`src/rtl/mailbox_pkg.sv`:
```
// Shared constants for the MMIO mailbox.
// Contents:
//   - Register offsets decoded from the low two word-address bits.
//   - Bit positions of the STATUS and CTRL registers.
//   - apply_web: builds a write word that keeps only the enabled bytes.
package mailbox_pkg;

  // Register offsets (word address bits [1:0])
  localparam logic [1:0] REG_TXDATA = 2'd0;
  localparam logic [1:0] REG_RXDATA = 2'd1;
  localparam logic [1:0] REG_STATUS = 2'd2;
  localparam logic [1:0] REG_CTRL   = 2'd3;

  // STATUS bit positions
  localparam int ST_TX_FULL      = 0;
  localparam int ST_TX_EMPTY     = 1;
  localparam int ST_RX_FULL      = 2;
  localparam int ST_RX_EMPTY     = 3;
  localparam int ST_TX_OVF       = 4;
  localparam int ST_RX_UDF       = 5;
  localparam int ST_TX_COUNT_LSB = 8;
  localparam int ST_RX_COUNT_LSB = 16;

  // CTRL bit positions
  localparam int CTRL_TX_FLUSH = 0;
  localparam int CTRL_RX_FLUSH = 1;
  localparam int CTRL_IEN_TX   = 2;
  localparam int CTRL_IEN_RX   = 3;

  // Keep the bytes whose active-low write enable is asserted; zero the rest.
  function automatic logic [31:0] apply_web(input logic [31:0] din, input logic [3:0] web);
    logic [31:0] res;
    res = 32'h0000_0000;
    for (int b = 0; b < 4; b++) begin
      if (!web[b]) begin
        res[b*8 +: 8] = din[b*8 +: 8];
      end else begin
        res[b*8 +: 8] = 8'h00;
      end
    end
    return res;
  endfunction

endpackage

```
`src/rtl/mailbox_fifo.sv`:
```
// Synchronous FIFO used for both mailbox channels.
// A push while full is accepted only when a pop happens in the same cycle.
// Otherwise the push is dropped and o_push_drop pulses.
// Flush empties the FIFO at the next edge and overrides any same-cycle push
// or pop. A push that is discarded by a flush does not raise o_push_drop.
// Ports:
//   i_clk, i_rst        clock, synchronous active-high reset
//   i_push, i_pop       push / pop requests (a pop while empty is ignored)
//   i_flush             discard all contents
//   i_din               push data
//   o_dout              head entry, 0 when empty
//   o_full, o_empty     occupancy flags
//   o_count             number of stored entries, 0..DEPTH
//   o_push_drop         a push was refused this cycle because the FIFO is full
module mailbox_fifo #(
  parameter int DEPTH = 8,
  parameter int W     = 32,
  localparam int CW   = $clog2(DEPTH + 1),
  localparam int AW   = $clog2(DEPTH)
) (
  input  logic          i_clk,
  input  logic          i_rst,
  input  logic          i_push,
  input  logic          i_pop,
  input  logic          i_flush,
  input  logic [W-1:0]  i_din,
  output logic [W-1:0]  o_dout,
  output logic          o_full,
  output logic          o_empty,
  output logic [CW-1:0] o_count,
  output logic          o_push_drop
);

  logic [W-1:0]  r_mem [DEPTH];
  logic [AW-1:0] r_rd_ptr;
  logic [AW-1:0] r_wr_ptr;
  logic [CW-1:0] r_count;
  logic          w_do_push;
  logic          w_do_pop;

  assign o_count = r_count;
  assign o_full  = (r_count == CW'(DEPTH));
  assign o_empty = (r_count == '0);
  assign o_dout  = o_empty ? '0 : r_mem[r_rd_ptr];

  // When full, a same-cycle pop frees the slot that the push refills.
  assign w_do_pop    = i_pop & ~o_empty & ~i_flush & ~i_rst;
  assign w_do_push   = i_push & (~o_full | w_do_pop) & ~i_flush & ~i_rst;
  assign o_push_drop = i_push & o_full & ~w_do_pop & ~i_flush & ~i_rst;

  // Storage array: written on every accepted push.
  always_ff @(posedge i_clk) begin
    if (w_do_push) begin
      r_mem[r_wr_ptr] <= i_din;
    end
  end

  // Pointers and occupancy count. Flush and reset both empty the FIFO.
  always_ff @(posedge i_clk) begin
    if (i_rst || i_flush) begin
      r_rd_ptr <= '0;
      r_wr_ptr <= '0;
      r_count  <= '0;
    end else begin
      if (w_do_push) begin
        r_wr_ptr <= r_wr_ptr + 1'b1;
      end else begin
        r_wr_ptr <= r_wr_ptr;
      end
      if (w_do_pop) begin
        r_rd_ptr <= r_rd_ptr + 1'b1;
      end else begin
        r_rd_ptr <= r_rd_ptr;
      end
      case ({w_do_push, w_do_pop})
        2'b10:   r_count <= r_count + 1'b1;
        2'b01:   r_count <= r_count - 1'b1;
        default: r_count <= r_count;
      endcase
    end
  end

endmodule

```
`src/rtl/mmio_mailbox.sv`:
```
// Memory-mapped mailbox on the CPU data-memory port (SRAM-style handshake).
// A TX FIFO is written by the CPU and drained by an external agent.
// An RX FIFO is filled by an external agent and read by the CPU.
// Read data is combinational in the request cycle. Side effects commit at the
// next rising edge.
// Ports:
//   i_clk, i_rst                 clock, synchronous active-high reset
//   i_cs, i_oe, i_web, i_a, i_di CPU access (WEB active-low per byte, A word address)
//   o_do                         read data, 0 when no read is decoded
//   o_tx_data, o_tx_valid        TX head / not-empty
//   i_tx_ready                   external consumer accepts the TX head
//   i_rx_data, i_rx_valid        external producer word / offer
//   o_rx_ready                   RX FIFO can accept
//   o_irq                        level interrupt
module mmio_mailbox
  import mailbox_pkg::*;
#(
  parameter int DEPTH = 8,
  localparam int CW   = $clog2(DEPTH + 1)
) (
  input  logic        i_clk,
  input  logic        i_rst,
  input  logic        i_cs,
  input  logic        i_oe,
  input  logic [3:0]  i_web,
  input  logic [13:0] i_a,
  input  logic [31:0] i_di,
  output logic [31:0] o_do,
  output logic [31:0] o_tx_data,
  output logic        o_tx_valid,
  input  logic        i_tx_ready,
  input  logic [31:0] i_rx_data,
  input  logic        i_rx_valid,
  output logic        o_rx_ready,
  output logic        o_irq
);

  logic          w_wr;
  logic          w_rd;
  logic [1:0]    w_addr;
  logic          w_tx_push;
  logic          w_tx_pop;
  logic          w_tx_flush;
  logic          w_rx_push;
  logic          w_rx_pop;
  logic          w_rx_flush;
  logic          w_status_wr;
  logic          w_ctrl_wr;
  logic          w_tx_full;
  logic          w_tx_empty;
  logic [CW-1:0] w_tx_count;
  logic          w_tx_drop;
  logic [31:0]   w_rx_head;
  logic          w_rx_full;
  logic          w_rx_empty;
  logic [CW-1:0] w_rx_count;
  logic          w_rx_drop;
  logic [31:0]   w_status;
  logic          w_unused;

  logic          r_tx_ovf;
  logic          r_rx_udf;
  logic          r_ien_tx;
  logic          r_ien_rx;

  // A write always wins over a read in the same access.
  assign w_addr      = i_a[1:0];
  assign w_wr        = i_cs & (i_web != 4'hF);
  assign w_rd        = i_cs & i_oe & (i_web == 4'hF);

  assign w_tx_push   = w_wr & (w_addr == REG_TXDATA);
  assign w_status_wr = w_wr & (w_addr == REG_STATUS);
  assign w_ctrl_wr   = w_wr & (w_addr == REG_CTRL);
  assign w_rx_pop    = w_rd & (w_addr == REG_RXDATA);
  assign w_tx_flush  = w_ctrl_wr & i_di[CTRL_TX_FLUSH];
  assign w_rx_flush  = w_ctrl_wr & i_di[CTRL_RX_FLUSH];

  assign o_tx_valid  = ~w_tx_empty & ~i_rst;
  assign w_tx_pop    = o_tx_valid & i_tx_ready;
  assign o_rx_ready  = ~w_rx_full & ~i_rst;
  assign w_rx_push   = i_rx_valid & o_rx_ready;

  assign o_irq = (r_ien_tx & w_tx_empty) | (r_ien_rx & ~w_rx_empty);

  // Upper address bits alias, and RX can never refuse a push because
  // o_rx_ready already excludes the full case.
  assign w_unused = ^{i_a[13:2], w_rx_drop};

  mailbox_fifo #(.DEPTH(DEPTH), .W(32)) u_tx_fifo (
    .i_clk       (i_clk),
    .i_rst       (i_rst),
    .i_push      (w_tx_push),
    .i_pop       (w_tx_pop),
    .i_flush     (w_tx_flush),
    .i_din       (apply_web(i_di, i_web)),
    .o_dout      (o_tx_data),
    .o_full      (w_tx_full),
    .o_empty     (w_tx_empty),
    .o_count     (w_tx_count),
    .o_push_drop (w_tx_drop)
  );

  mailbox_fifo #(.DEPTH(DEPTH), .W(32)) u_rx_fifo (
    .i_clk       (i_clk),
    .i_rst       (i_rst),
    .i_push      (w_rx_push),
    .i_pop       (w_rx_pop),
    .i_flush     (w_rx_flush),
    .i_din       (i_rx_data),
    .o_dout      (w_rx_head),
    .o_full      (w_rx_full),
    .o_empty     (w_rx_empty),
    .o_count     (w_rx_count),
    .o_push_drop (w_rx_drop)
  );

  // Assemble the STATUS word from flags and counts.
  always_comb begin
    w_status = 32'h0000_0000;
    w_status[ST_TX_FULL]  = w_tx_full;
    w_status[ST_TX_EMPTY] = w_tx_empty;
    w_status[ST_RX_FULL]  = w_rx_full;
    w_status[ST_RX_EMPTY] = w_rx_empty;
    w_status[ST_TX_OVF]   = r_tx_ovf;
    w_status[ST_RX_UDF]   = r_rx_udf;
    w_status[ST_TX_COUNT_LSB +: CW] = w_tx_count;
    w_status[ST_RX_COUNT_LSB +: CW] = w_rx_count;
  end

  // Read data mux. It is valid in the cycle of the request.
  always_comb begin
    o_do = 32'h0000_0000;
    if (w_rd) begin
      case (w_addr)
        REG_TXDATA: o_do = 32'h0000_0000;
        REG_RXDATA: o_do = w_rx_head;
        REG_STATUS: o_do = w_status;
        REG_CTRL:   o_do = {28'h000_0000, r_ien_rx, r_ien_tx, 2'b00};
        default:    o_do = 32'h0000_0000;
      endcase
    end else begin
      o_do = 32'h0000_0000;
    end
  end

  // Sticky error flags. They are set by hardware and cleared by a
  // write-one to STATUS.
  always_ff @(posedge i_clk) begin
    if (i_rst) begin
      r_tx_ovf <= 1'b0;
      r_rx_udf <= 1'b0;
    end else begin
      if (w_tx_drop) begin
        r_tx_ovf <= 1'b1;
      end else if (w_status_wr && i_di[ST_TX_OVF]) begin
        r_tx_ovf <= 1'b0;
      end else begin
        r_tx_ovf <= r_tx_ovf;
      end
      if (w_rx_pop && w_rx_empty) begin
        r_rx_udf <= 1'b1;
      end else if (w_status_wr && i_di[ST_RX_UDF]) begin
        r_rx_udf <= 1'b0;
      end else begin
        r_rx_udf <= r_rx_udf;
      end
    end
  end

  // Interrupt enables, loaded by any CTRL write.
  always_ff @(posedge i_clk) begin
    if (i_rst) begin
      r_ien_tx <= 1'b0;
      r_ien_rx <= 1'b0;
    end else if (w_ctrl_wr) begin
      r_ien_tx <= i_di[CTRL_IEN_TX];
      r_ien_rx <= i_di[CTRL_IEN_RX];
    end else begin
      r_ien_tx <= r_ien_tx;
      r_ien_rx <= r_ien_rx;
    end
  end

endmodule

```
`config.mk`:
```
export PLATFORM = sky130hd
export DESIGN_NAME = mmio_mailbox
export DESIGN_NICKNAME = d
export VERILOG_FILES = /design/src/rtl/mailbox_pkg.sv /design/src/rtl/mailbox_fifo.sv /design/src/rtl/mmio_mailbox.sv
export SDC_FILE = /design/constraint.sdc
export NUM_CORES = 1
export LEC_CHECK = 0
export ABC_AREA = 1
export BUFFER_PORTS_ARGS = -buffer_cell sky130_fd_sc_hd__buf_2
export CAP_MARGIN = 0
export CORE_ASPECT_RATIO = 0.6
export CORE_UTILIZATION = 30
export DETAILED_ROUTE_END_ITERATION = 10
export GPL_TIMING_DRIVEN = 0
export SYNTH_ARGS = -nofsm -noshare
export SYNTH_HDL_FRONTEND = slang
export SYNTH_SLANG_ARGS = --single-unit
```
`constraint.sdc`:
```
create_clock -name i_clk -period 4 [get_ports i_clk]
set_input_delay 0.8 -clock i_clk [delete_from_list [all_inputs] [get_ports i_clk]]
set_output_delay 0.8 -clock i_clk [all_outputs]
set_load 0.01 [all_outputs]
```
-- Yosys cells after proc, flatten, opt, wreduce, memory -nomap -nowiden
Memories as Yosys holds them, arrays and structs flattened. A register that Yosys moved wholly into a read port is not among the register bits.
Index checks and enable logic that the tools add are counted.
- mux-type cells: 22
- reductions and logical operators: 12
- shift operators: 0
- order comparisons: 0
- equality and inequality tests: 11
- div/mod/pow operators: 0
- bitwise operators: 42
- multiply operators: 0
- $add $sub $neg: 8
- operators by type and width (cell ; count):
    $pmux 32 s4 ; 1
    $mux 32 ; 3
    $mux 8 ; 4
    $and 1x1->1 ; 31
    $pmux 4 s2 ; 2
    $add 3x1->3 const B ; 4
    $eq 4x4->1 const B ; 3
    $mux 3 ; 4
    $add 4x1->4 const B ; 2
    $eq 2x2->1 const B ; 4
    $logic_not 4->1 ; 2
    $mux 1 ; 8
    $not 1->1 ; 8
    $reduce_bool 2->1 ; 4
    $sub 4x1->4 const B ; 2
    $eq 2x1->1 const B ; 3
    $ne 4x4->1 const B ; 1
    $logic_and 1x1->1 ; 3
    $or 1x1->1 ; 3
    $logic_not 2->1 ; 1
    $logic_or 1x1->1 ; 2
- register bits: 24
- logic and storage cells: 107
- bits of input ports: 88
- memory bits (writable): 512
- output and inout bits: 67
- memories: 2
- bits in latches: 0
- memory bits (read-only): 0
- memories (memory ; words ; bits a word ; rd ports ; clocked after Yosys merged registers in ; wr ports ; line ; source):
    u_rx_fifo.r_mem ; 8 ; 32 ; 1 ; 1 ; 1 ; mailbox_fifo.sv:34 ; logic [W-1:0] r_mem [DEPTH];
    u_tx_fifo.r_mem ; 8 ; 32 ; 1 ; 1 ; 1 ; mailbox_fifo.sv:34 ;

-- Longest topological paths before layout
Gate-level depths: netlist of the first run.
- word-level depth: 13
- gate-level depth with buffers: 18
- depth with buffers taken out: 17

-- Cells and area by module
A second synthesis of the first run with hierarchy kept.
- cells, all modules: 1843
- area, all modules: 22506.6 um2
- modules (own cells, without submodules) (module ; instances ; cells an instance ; area each (um2) ; seq. area each (um2)):
    mailbox_fifo at u_tx_fifo ; 1 ; 820 ; 10756.6 ; 7947.6
    mailbox_fifo at u_rx_fifo ; 1 ; 821 ; 10745.3 ; 7947.6
    mmio_mailbox ; 1 ; 202 ; 1004.7 ; 80.1

-- Worst setup path before layout of the first run
Ideal clock, no wire load.
- path type: input -> register
- start point: input port i_web[3]
- end point: memory u_tx_fifo.r_mem[1][0], enable pin
- library setup time: 421 ps
- slack: 602 ps
- buffers on the path: 1
- arrival: 2977 ps
- stages on the path: 8
- required time: 3579 ps
- cells stage by stage: buf_6 > nand2_4 > nor2_4 > nor2_1 > nand3_1 > nor2_8 > nand3_4 > nor2_1
- longest elaborated chain between the ends: 13
- elaborated cells on any way between the ends: 14
- those cells by class: 1 x eq/ne; 2 x mux; 11 x bitwise
- ends and longest elaborated chain (element ; line ; source):
    from (decl) ; mmio_mailbox.sv:25 ; input logic [3:0] i_web,
    $ne 4x4->1 (*) ; mmio_mailbox.sv:68 ; assign w_wr = i_cs & (i_web != 4'hF);
    $and 1x1->1 (*) ; mmio_mailbox.sv:68 ;
    $and 1x1->1 ; mmio_mailbox.sv:73 ; assign w_ctrl_wr = w_wr & (w_addr == REG_CTRL);
    $and 1x1->1 ; mmio_mailbox.sv:75 ; assign w_tx_flush = w_ctrl_wr & i_di[CTRL_TX_FLUSH];
    $not 1->1 ; mailbox_fifo.sv:47, mailbox_fifo.sv:48 ;
    $and 1x1->1 (2 in a row) ; mailbox_fifo.sv:47 ; assign w_do_pop = i_pop & ~o_empty & ~i_flush & ~i_rst;
    $or 1x1->1 ; mailbox_fifo.sv:48 ; assign w_do_push = i_push & (~o_full | w_do_pop) & ~i_flush & ~i_rst;
    $and 1x1->1 ; mailbox_fifo.sv:48 ;
    $and 1x1->1 (*) (2 in a row) ; mailbox_fifo.sv:48 ;
    $mux 1 (*) ; mailbox_fifo.sv:53 ; if (w_do_push) begin
    $mux 1 (implied by the code) (*) ; mailbox_fifo.sv:54 ; r_mem[r_wr_ptr] <= i_din;
    to (decl) ; mailbox_fifo.sv:34 ;
Mark *: on every way between the ends. The rest lies on a longest branch, timed or not.

==> results of run 1 <==
## cell usage in the layout, fill, tap and decap left out, types with 8 or more instances in the layout
cell / netlist / routed
edfxtp_1: 512 / 512
nor2_1: 465 / 451
o21ai_0: 285 / 285
buf_2: 28 / 166
inv_1: 66 / 66
clkbuf_1: 45 / 60
clkbuf_16: 0 / 52
a31oi_1: 50 / 50
nand2_1: 48 / 48
o21ai_1: 46 / 46
o22ai_1: 34 / 34
a21oi_1: 32 / 32
dfxtp_1: 30 / 30
o211ai_1: 28 / 28
nand3_1: 27 / 27
nor2_4: 3 / 17
buf_4: 16 / 16
xor2_1: 11 / 11
nand2_4: 10 / 10
clkinv_1: 1 / 10
ha_1: 10 / 10
clkinv_2: 0 / 10
buf_16: 0 / 10
buf_6: 8 / 8
## sequential cells by signal, summed over array words and instances (netlist names), named ones only
register,count
u_rx_fifo.o_count,4
u_tx_fifo.o_count,4
u_rx_fifo.r_mem,256
u_tx_fifo.r_mem,256
u_tx_fifo.r_wr_ptr,3
r_rx_udf,1
r_ien_tx,1
u_rx_fifo.r_rd_ptr,3
u_rx_fifo.r_wr_ptr,3
r_tx_ovf,1
r_ien_rx,1
u_tx_fifo.r_rd_ptr,3
## stage by stage
stage | cell area [sq um] | setup TNS [ns] | std cells | setup WS (ns)
6_report | 26200 | 0 | 3028 | 0.225
3_5_place_dp | 24500 | 0 | 2932 | 0.499
3_3_place_gp | 24000 | -568.96 | 2914 | -1.45
4_1_cts | 26200 | 0 | 3028 | 0.244
5_1_grt | 26200 | 0 | 3028 | 0.0684
2_1_floorplan | 22100 | 0 | 1801 | 0.602
## worst max-delay path by stage
stage / startpoint / end / slack (ns) / cells past startpoint
6_report: register / o_do[3] / 0.22 / 8
3_5_place_dp: i_rst / u_rx_fifo.r_mem[3][31]$_DFFE_PP_ / 0.50 / 9
3_3_place_gp: i_rst / u_rx_fifo.r_mem[4][31]$_DFFE_PP_ / -1.45 / 7
5_1_grt: register / o_do[1] / 0.07 / 8
2_1_floorplan: i_web[3] / u_tx_fifo.r_mem[1][0]$_DFFE_PP_ / 0.60 / 8
4_1_cts: register / o_do[1] / 0.24 / 8
## critical path, stage by stage (launching register included)
cell and delay, ns:
dfxtp_1 0.34, inv_2 0.07, buf_6 0.14, clkbuf_1 0.58, o21ai_0 0.23, o211ai_1 0.13, nand3_1 0.19, a21oi_1 0.45
buf_2 0.23
## routing by layer
layer  part of all wire (%)  vias up
li1                       -     6889
met1                     49     7442
met2                     41      597
met3                    8.1       90
met4                    1.8        8
met5                  0.074        -
## layout make-up
class | instances | area (sq um)
Fill cell | 6979 | 46100
Sequential cell | 542 | 16000
Multi-Input combinational cell | 1079 | 5400
Clock buffer | 67 | 1360
Tap cell | 975 | 1220
Timing Repair Buffer | 156 | 1120
Buffer | 106 | 557
Clock inverter | 29 | 295
Inverter | 74 | 278
## power by group
| part | switching [mW] | internal (mW) |
|---|---|---|
| clock network | 2.10 | 2.73 |
| logic | 0.412 | 0.176 |
| registers | 0.0194 | 6.25 |
## logic make-up (layout without fill, tap and decap cells)
kind of cell / Yosys count / in the layout / share of synthesized area [%]
AND/OR/NAND/NOR: 573 / 573 / 11.0
flip-flops: 542 / 542 / 72.3
AO/OA/AOI/OAI: 485 / 485 / 11.9
buffers and inverters: 180 / 432 / 3.78
XOR/XNOR: 11 / 11 / 0.436
adder cells (fa/ha/maj): 10 / 10 / 0.566
==> metrics, run 1 <==
synthesized area roughly 22000 sq um; cts hold-fix bufs 0; Root Buffer clkbuf_16; CP Data Arrival Time 2.98 ns; CTS Sinks ~540; number of flops mapped to enable cells by yosys around 510; Synth top cells by count edfxtp_1 (512), nor2_1 (465), o21ai_0 (285); CP Capture Type output port; yosys warns 0; clock latency on the worst-skew pair between 0.6 and 0.7 ns; initial antenna violation count 9; #FFs+latches synth between 500 and 600; Synth async-reset ratio 0%; Final Hold Vio Count 0; Mapped Cells between 1500 and 2000; Crit Path Class reg2out; reg2reg start u_rx_fifo.o_count[1]$_SDFFE_PP0P_; Final min period approximately 3.8 ns; Top FF cell, synth edfxtp_1; reg2reg setup slack 1.07 ns; Placer Congestion about 0.8; M3 GR Usage about 3.3%; Via density around 5.0; register area share after synthesis between 70 and 80%; setup violators final 0; power per cell area around 450 nW/um^2; met2 GRT Util between 20% and 30%; Hold Path Origin i_rst; vias in the first global route 14436; clock-pin slew of the registers on the worst-case setup and hold paths approximately 0.06 ns; die span in x ~350 microns; FF-to-FF path depth 9; Remaining DRCs 0; Critical R2R Capture u_rx_fifo.r_mem[3][21]$_DFFE_PP_; 1st-pass router iterations 5; Yosys top cell by area edfxtp_1; port buffer count between 100 and 150; GRT overflow 0; initial detailed-routing violation count around 1700; Slew Viols, Final 0; first-pass GRT wire length approximately 91000 microns; vias 15026; pin count of the biggest net entering global routing 26; Most Used Layer, Global Route met1; GR Util met1 24.8%; Worst Hold Path Cells 2; maximum net fanout on the critical path 10; post-synthesis net count approximately 1900; relative slew slack around 44%; Synth cell types 41; final wirelength between 60000 and 70000 microns; Post-DP HPWL between 40000 and 50000 microns; TritonCTS Buffers 52; Cell Rows 76; post-CTS setup buffers 0; area delta synth->final 18.6%; Tot Pwr between 10 and 15 mW; post-route clock period utilization a little over nine tenths; Starting Density 30.6%; RSZ-0062 raised after global routing false; number of routed nets with antenna violations 0; htree depth 2; ranking of synthesized cells by area edfxtp_1 (70%), nor2_1 (7.9%), o21ai_0 (6.5%); most frequent cell after synthesis edfxtp_1; Avg WL per Cell between 20 and 25 microns; # diodes 0; Synth top area share 69.6%; # nets final about 2100; Hold EP r_rx_udf$_SDFFE_PP0P_; layout cells sized above 1 16.5%; Mapped Avg Cell Area around 12 sq um; die footprint roughly 75000 sq um; All-Layer GR Usage between 10% and 20%; Worst Path Required roughly 3.2 ns; VDD IR max ~0.33 mV; post_cts resized 0; Final Core Density a little over a third; CTS tree yes; Longest Clk Path Bufs 3; io pins approximately 160; DIE HEIGHT approximately 210 microns; Lkg Pwr 9.08 nW; core area 72300 sq um; status completed; slew of the pin with the lowest slew margin between 0.8 and 0.9 ns; clock skew 0.0174 ns; CP Launch Type register; Max Cap Viol 0; hold crit path type in2reg; f_max 0.265 GHz; WHS 0.390 ns
Power figures use the tool's default switching activity.
==> run 2: changes to the inputs <==
- PLACE_DENSITY: default -> 0.54
==> run 2 against run 1 <==
Clock-buffer cell count fell by 3. Clock skew up 0.0016 ns. Flip-flop and latch count stayed put. Via count is 1.5% lower. Critical path depth down 3. Maximum frequency is 3.8% higher. Cell count up 0.26%. Die area did not move. Largest power group unchanged.
==> metrics, run 2 (synthesis gave the netlist of run 1 again) <==
status completed; Crit Path Class reg2out; TritonCTS Buffers 56; Worst Path Required roughly 3.2 ns; first-pass GRT wire length between 90000 and 100000 microns; hold crit path type in2reg; Most Used Layer, Global Route met1; commonest non-fill, non-tap cell in the layout edfxtp_1; Final min period roughly 3.6 ns; Lkg Pwr between 9 and 10 nW; CP Capture Type output port; CTS Sinks ~540; CP Data Arrival Time roughly 2.8 ns; power per cell area 455 nW/um^2; CP Launch Type register; Layout Cells excl Fill a little over 3000; Tot Pwr roughly 12 mW; clock skew ~0.019 ns; DIE HEIGHT ~210 microns; area delta synth->final 19.2%; Regs by FF count u_rx_fifo.r_mem x256, u_tx_fifo.r_mem x256; io pins approximately 160; maximum net fanout on the critical path 10; Root Buffer clkbuf_16; die footprint ~75000 sq um; Longest Clk Path Bufs 3; f_max about 0.28 GHz; vias between 10000 and 15000; slew of the pin with the lowest slew margin 0.824 ns; Fillers approximately 7000; All-Layer GR Usage 16.5%; VDD IR max approximately 0.34 mV; M3 GR Usage approximately 3.3%; 1st-pass router iterations 6; core area just over 70000 sq um; cts hold-fix bufs 0; port buffer count between 100 and 150; Cell Rows between 70 and 80; Placer Congestion roughly 0.80; Multi-input gate area ~5400 sq um; GRT overflow 0; post_cts resized 0; # nets final 2113; Final Hold Vio Count 0; clock-pin slew of the registers on the worst-case setup and hold paths approximately 0.06 ns; Post-DP HPWL approximately 43000 microns; post-route clock period utilization between 90% and 100%; Max Cap Viol 0; CTS tree yes; # diodes 0; setup violators final 0; Starting Density approximately 31%; number of routed nets with antenna violations 0; GR Util met1 about a quarter; RSZ-0062 raised after global routing false; met2 GRT Util 23.6%; pre-CTS setup slack about 0.41 ns; Reg area around 16000 sq um; Remaining DRCs 0; pin count of the biggest net entering global routing 26; vias in the first global route ~14000; layout cells sized above 1 17.0%; reg2reg setup slack 1.03 ns; clock latency on the worst-skew pair 0.62 ns; PnR worst setup slack between 0.3 and 0.4 ns; htree depth 2; # placed instances 2932; die span in x ~350 microns; most frequent cells in the layout edfxtp_1 (512), nor2_1 (451), o21ai_0 (285); Via density about 4.9; Avg WL per Cell ~21 microns; relative slew slack 45.1%; WHS roughly 0.39 ns; post-CTS setup buffers 0; final wirelength between 60000 and 70000 microns; Slew Viols, Final 0; initial antenna violation count 7; initial detailed-routing violation count ~1500
[run 2: cell type report]
class,instances,share of cell area (%)
multi-input cells,1079,20.5
flip-flops and latches,542,60.6
inverters,74,1.05
clock buffers,64,5.43
repair buffers,156,4.25
well taps,975,4.63
plain buffers,106,2.11
clock inverters,40,1.37
[run 2: power breakdown]
group / internal (mW) / switching (mW) / leakage, nW
clock network: 2.90 / 2.21 / 0.864
logic: 0.176 / 0.413 / 3.42
registers: 6.25 / 0.0191 / 4.85
total: 9.33 / 2.65 / 9.13
[run 2: critical path: stages (launching register included)]
cell      delay [ns]
dfxtp_1         0.42
inv_1           0.20
clkbuf_1        0.59
clkbuf_1        0.59
a31oi_1         0.23
buf_2           0.20
[run 2: layer usage]
metal / share of wire (%) / up-vias
li1: - / 6901
met1: 48 / 7234
met2: 42 / 556
met3: 8.6 / 94
met4: 1.9 / 12
met5: 0.12 / -
[run 2: stage by stage]
stage / cell area, sq um / TNS [ns] / util (%)
after detailed placement: 24500 / 0 / 34.0
final: 26300 / 0 / 36.4
after global routing: 26300 / 0 / 36.4
after global placement: 24000 / -628.80 / 33.2
after CTS: 26300 / 0 / 36.4
after floorplan: 22100 / 0 / -
[run 2: worst paths after layout]
kind / endpoint / start / depth (start not counted)
min: r_tx_ovf$_SDFFE_PP0P_ / i_rst / 2
max: o_do[27] / register / 5
max reg2reg: u_rx_fifo.r_mem[1][2]$_DFFE_PP_ / u_rx_fifo.o_count[2]$_SDFFE_PP0P_ / 9
min reg2reg: r_rx_udf$_SDFFE_PP0P_ / r_rx_udf$_SDFFE_PP0P_ / 2
==> run 3: changes to the inputs <==
- CORE_MARGIN: default -> 2
==> run 3 against run 2 <==
Cell area about the same. Core utilization is 0.46 points lower. Clock-buffer cell count fell by 2. Flip-flop and latch count unchanged. Non-clock buffer count shrank 1.
==> metrics, run 3 (synthesis gave the netlist of run 1 again) <==
placed cell areas 24600 sq um; CTS tree yes; fin area approximately 26000 sq um; worst path cell trace inv_2 -> buf_6 -> clkbuf_1 -> o21ai_0 -> o211ai_1 -> nand3_1 -> a21oi_1 -> buf_2; layout cells sized above 1 16.7%; reg2reg start u_rx_fifo.o_count[2]$_SDFFE_PP0P_; initial antenna violation count 6; All-Layer GR Usage ~16%; reg2reg setup slack 1.21 ns; area delta synth->final 19.3%; Crit path largest cell delay 0.48 ns; clock skew roughly 0.04 ns; Critical R2R Capture u_rx_fifo.r_mem[5][26]$_DFFE_PP_; Crit Path Class reg2out; CP Capture Type output port; Final Hold Vio Count 0; final wirelength 63400 microns; TritonCTS Buffers 53; # placed instances around 2900; Worst path slowest cell clkbuf_1; Net Sw Power roughly 2.6 mW; CP Buf/Inv Count 4; Via density 4.89; WHS ~0.40 ns; Final min period ~3.8 ns; Hold EP r_tx_ovf$_SDFFE_PP0P_; io pins about 160; CP Data Arrival Time roughly 3.0 ns; Longest Clk Path Bufs 3; hold crit path type in2reg; relative slew slack between 30% and 40%; die span in x around 350 microns; Largest delay share family, worst path buffers and inverters; Layout Cells excl Fill ~3000; die footprint about 76000 sq um; Post-DP HPWL around 43000 microns; Remaining DRCs 0; f_max ~0.27 GHz; core area 73200 sq um; post_cts resized 0; Flop pwr share around 52%; vias 14861; number of routed nets with antenna violations 0; cts hold-fix bufs 0; Starting Density between 30% and 40%; post-CTS setup buffers 0; maximum net fanout on the critical path 19; commonest non-fill, non-tap cell in the layout edfxtp_1; Hold Path Origin i_rst; post-route clock period utilization a little over nine tenths; CTS Sinks between 500 and 600; Worst Path Required 3.20 ns; Net Sw Frac roughly 22%; Cell Rows between 70 and 80; clock latency on the worst-skew pair 0.62 ns; clock-pin slew of the registers on the worst-case setup and hold paths approximately 0.06 ns; RSZ-0062 raised after global routing false; Clk network pwr share about 43%; first-pass GRT wire length about 94000 microns; Comb pwr share under 10%; DIE HEIGHT roughly 210 microns; VDD IR max 0.300 mV; Regs by FF count u_rx_fifo.r_mem x256, u_tx_fifo.r_mem x256; CP Launch Type register; status completed; power per cell area ~450 nW/um^2; 1st-pass router iterations 5; port buffer count about 140; P_int between 9 and 10 mW; FF-to-FF path depth 9; setup violators final 0; most frequent cells in the layout edfxtp_1 (512), nor2_1 (451), o21ai_0 (285); Max Cap Viol 0; Worst Hold Path Cells 2; slew of the pin with the lowest slew margin slightly above 0.9 ns; Placer Congestion ~0.77; Slew Viols, Final 0; htree depth 2; vias in the first global route 14395; Lkg Pwr between 9 and 10 nW; GRT overflow 0; # nets final about 2100; pin count of the biggest net entering global routing 27; initial detailed-routing violation count between 1500 and 2000; Avg WL per Cell 20.8 microns; Root Buffer clkbuf_16
## run 3: changes by cell type in the layout (fill, tap and decap cells not counted), sizes merged
cell	change
inv	-3
clkinv	-3
diode	+4
clkinvlp	-4
bufinv	+3
clkbuf	-3
## run 3: per-stage QoR
step	util, %	setup slack (ns)	setup TNS [ns]	power [mW]
after CTS	36.0	0.151	0	12.1
after global routing	36.0	0.0341	0	12.4
after detailed placement	33.6	0.655	0	6.98
final	36.0	0.227	0	12.0
after floorplan	-	0.602	0	6.70
after global placement	32.8	-1.31	-573.54	6.96
## run 3: final cells by class
class | count | area [sq um]
buffer | 105 | 553
clock buffer | 62 | 1360
fill | 7126 | 46900
inverter | 74 | 278
tap | 987 | 1230
timing repair buffer | 156 | 1130
sequential | 542 | 16000
antenna | 4 | 10.0
multi-input combinational | 1079 | 5400
clock inverter | 33 | 412
## run 3: how the worst max path moves through the flow
stage	from	end	depth (start not counted)	slack [ns]
3_3_place_gp	i_rst	u_rx_fifo.r_mem[7][25]$_DFFE_PP_	8	-1.31
3_5_place_dp	i_rst	u_rx_fifo.r_mem[5][24]$_DFFE_PP_	9	0.66
5_1_grt	register	o_do[1]	8	0.03
4_1_cts	register	o_do[1]	8	0.15
2_1_floorplan	i_web[3]	u_tx_fifo.r_mem[1][0]$_DFFE_PP_	8	0.60
6_report	register	o_do[1]	8	0.23
## run 3: routing by layer
layer	share of wire (%)	global-route usage [%]	vias to the layer above	wire length (microns)
met1	49	26.2	7362	31200
met2	42	22.9	508	26500
met4	1.8	4.28	4	1140
met5	0.033	0	-	21
li1	-	-	6912	-
met3	7.1	2.56	75	4520
## run 3: power groups by stage
stage	Clock, mW	Sequential [mW]	Combinational, mW
after detailed placement	0	6.39	0.591
after floorplan	0	6.39	0.312
after global placement	0	6.39	0.566
after CTS	5.21	6.27	0.593
after global routing	5.44	6.27	0.651
final	5.12	6.27	0.592
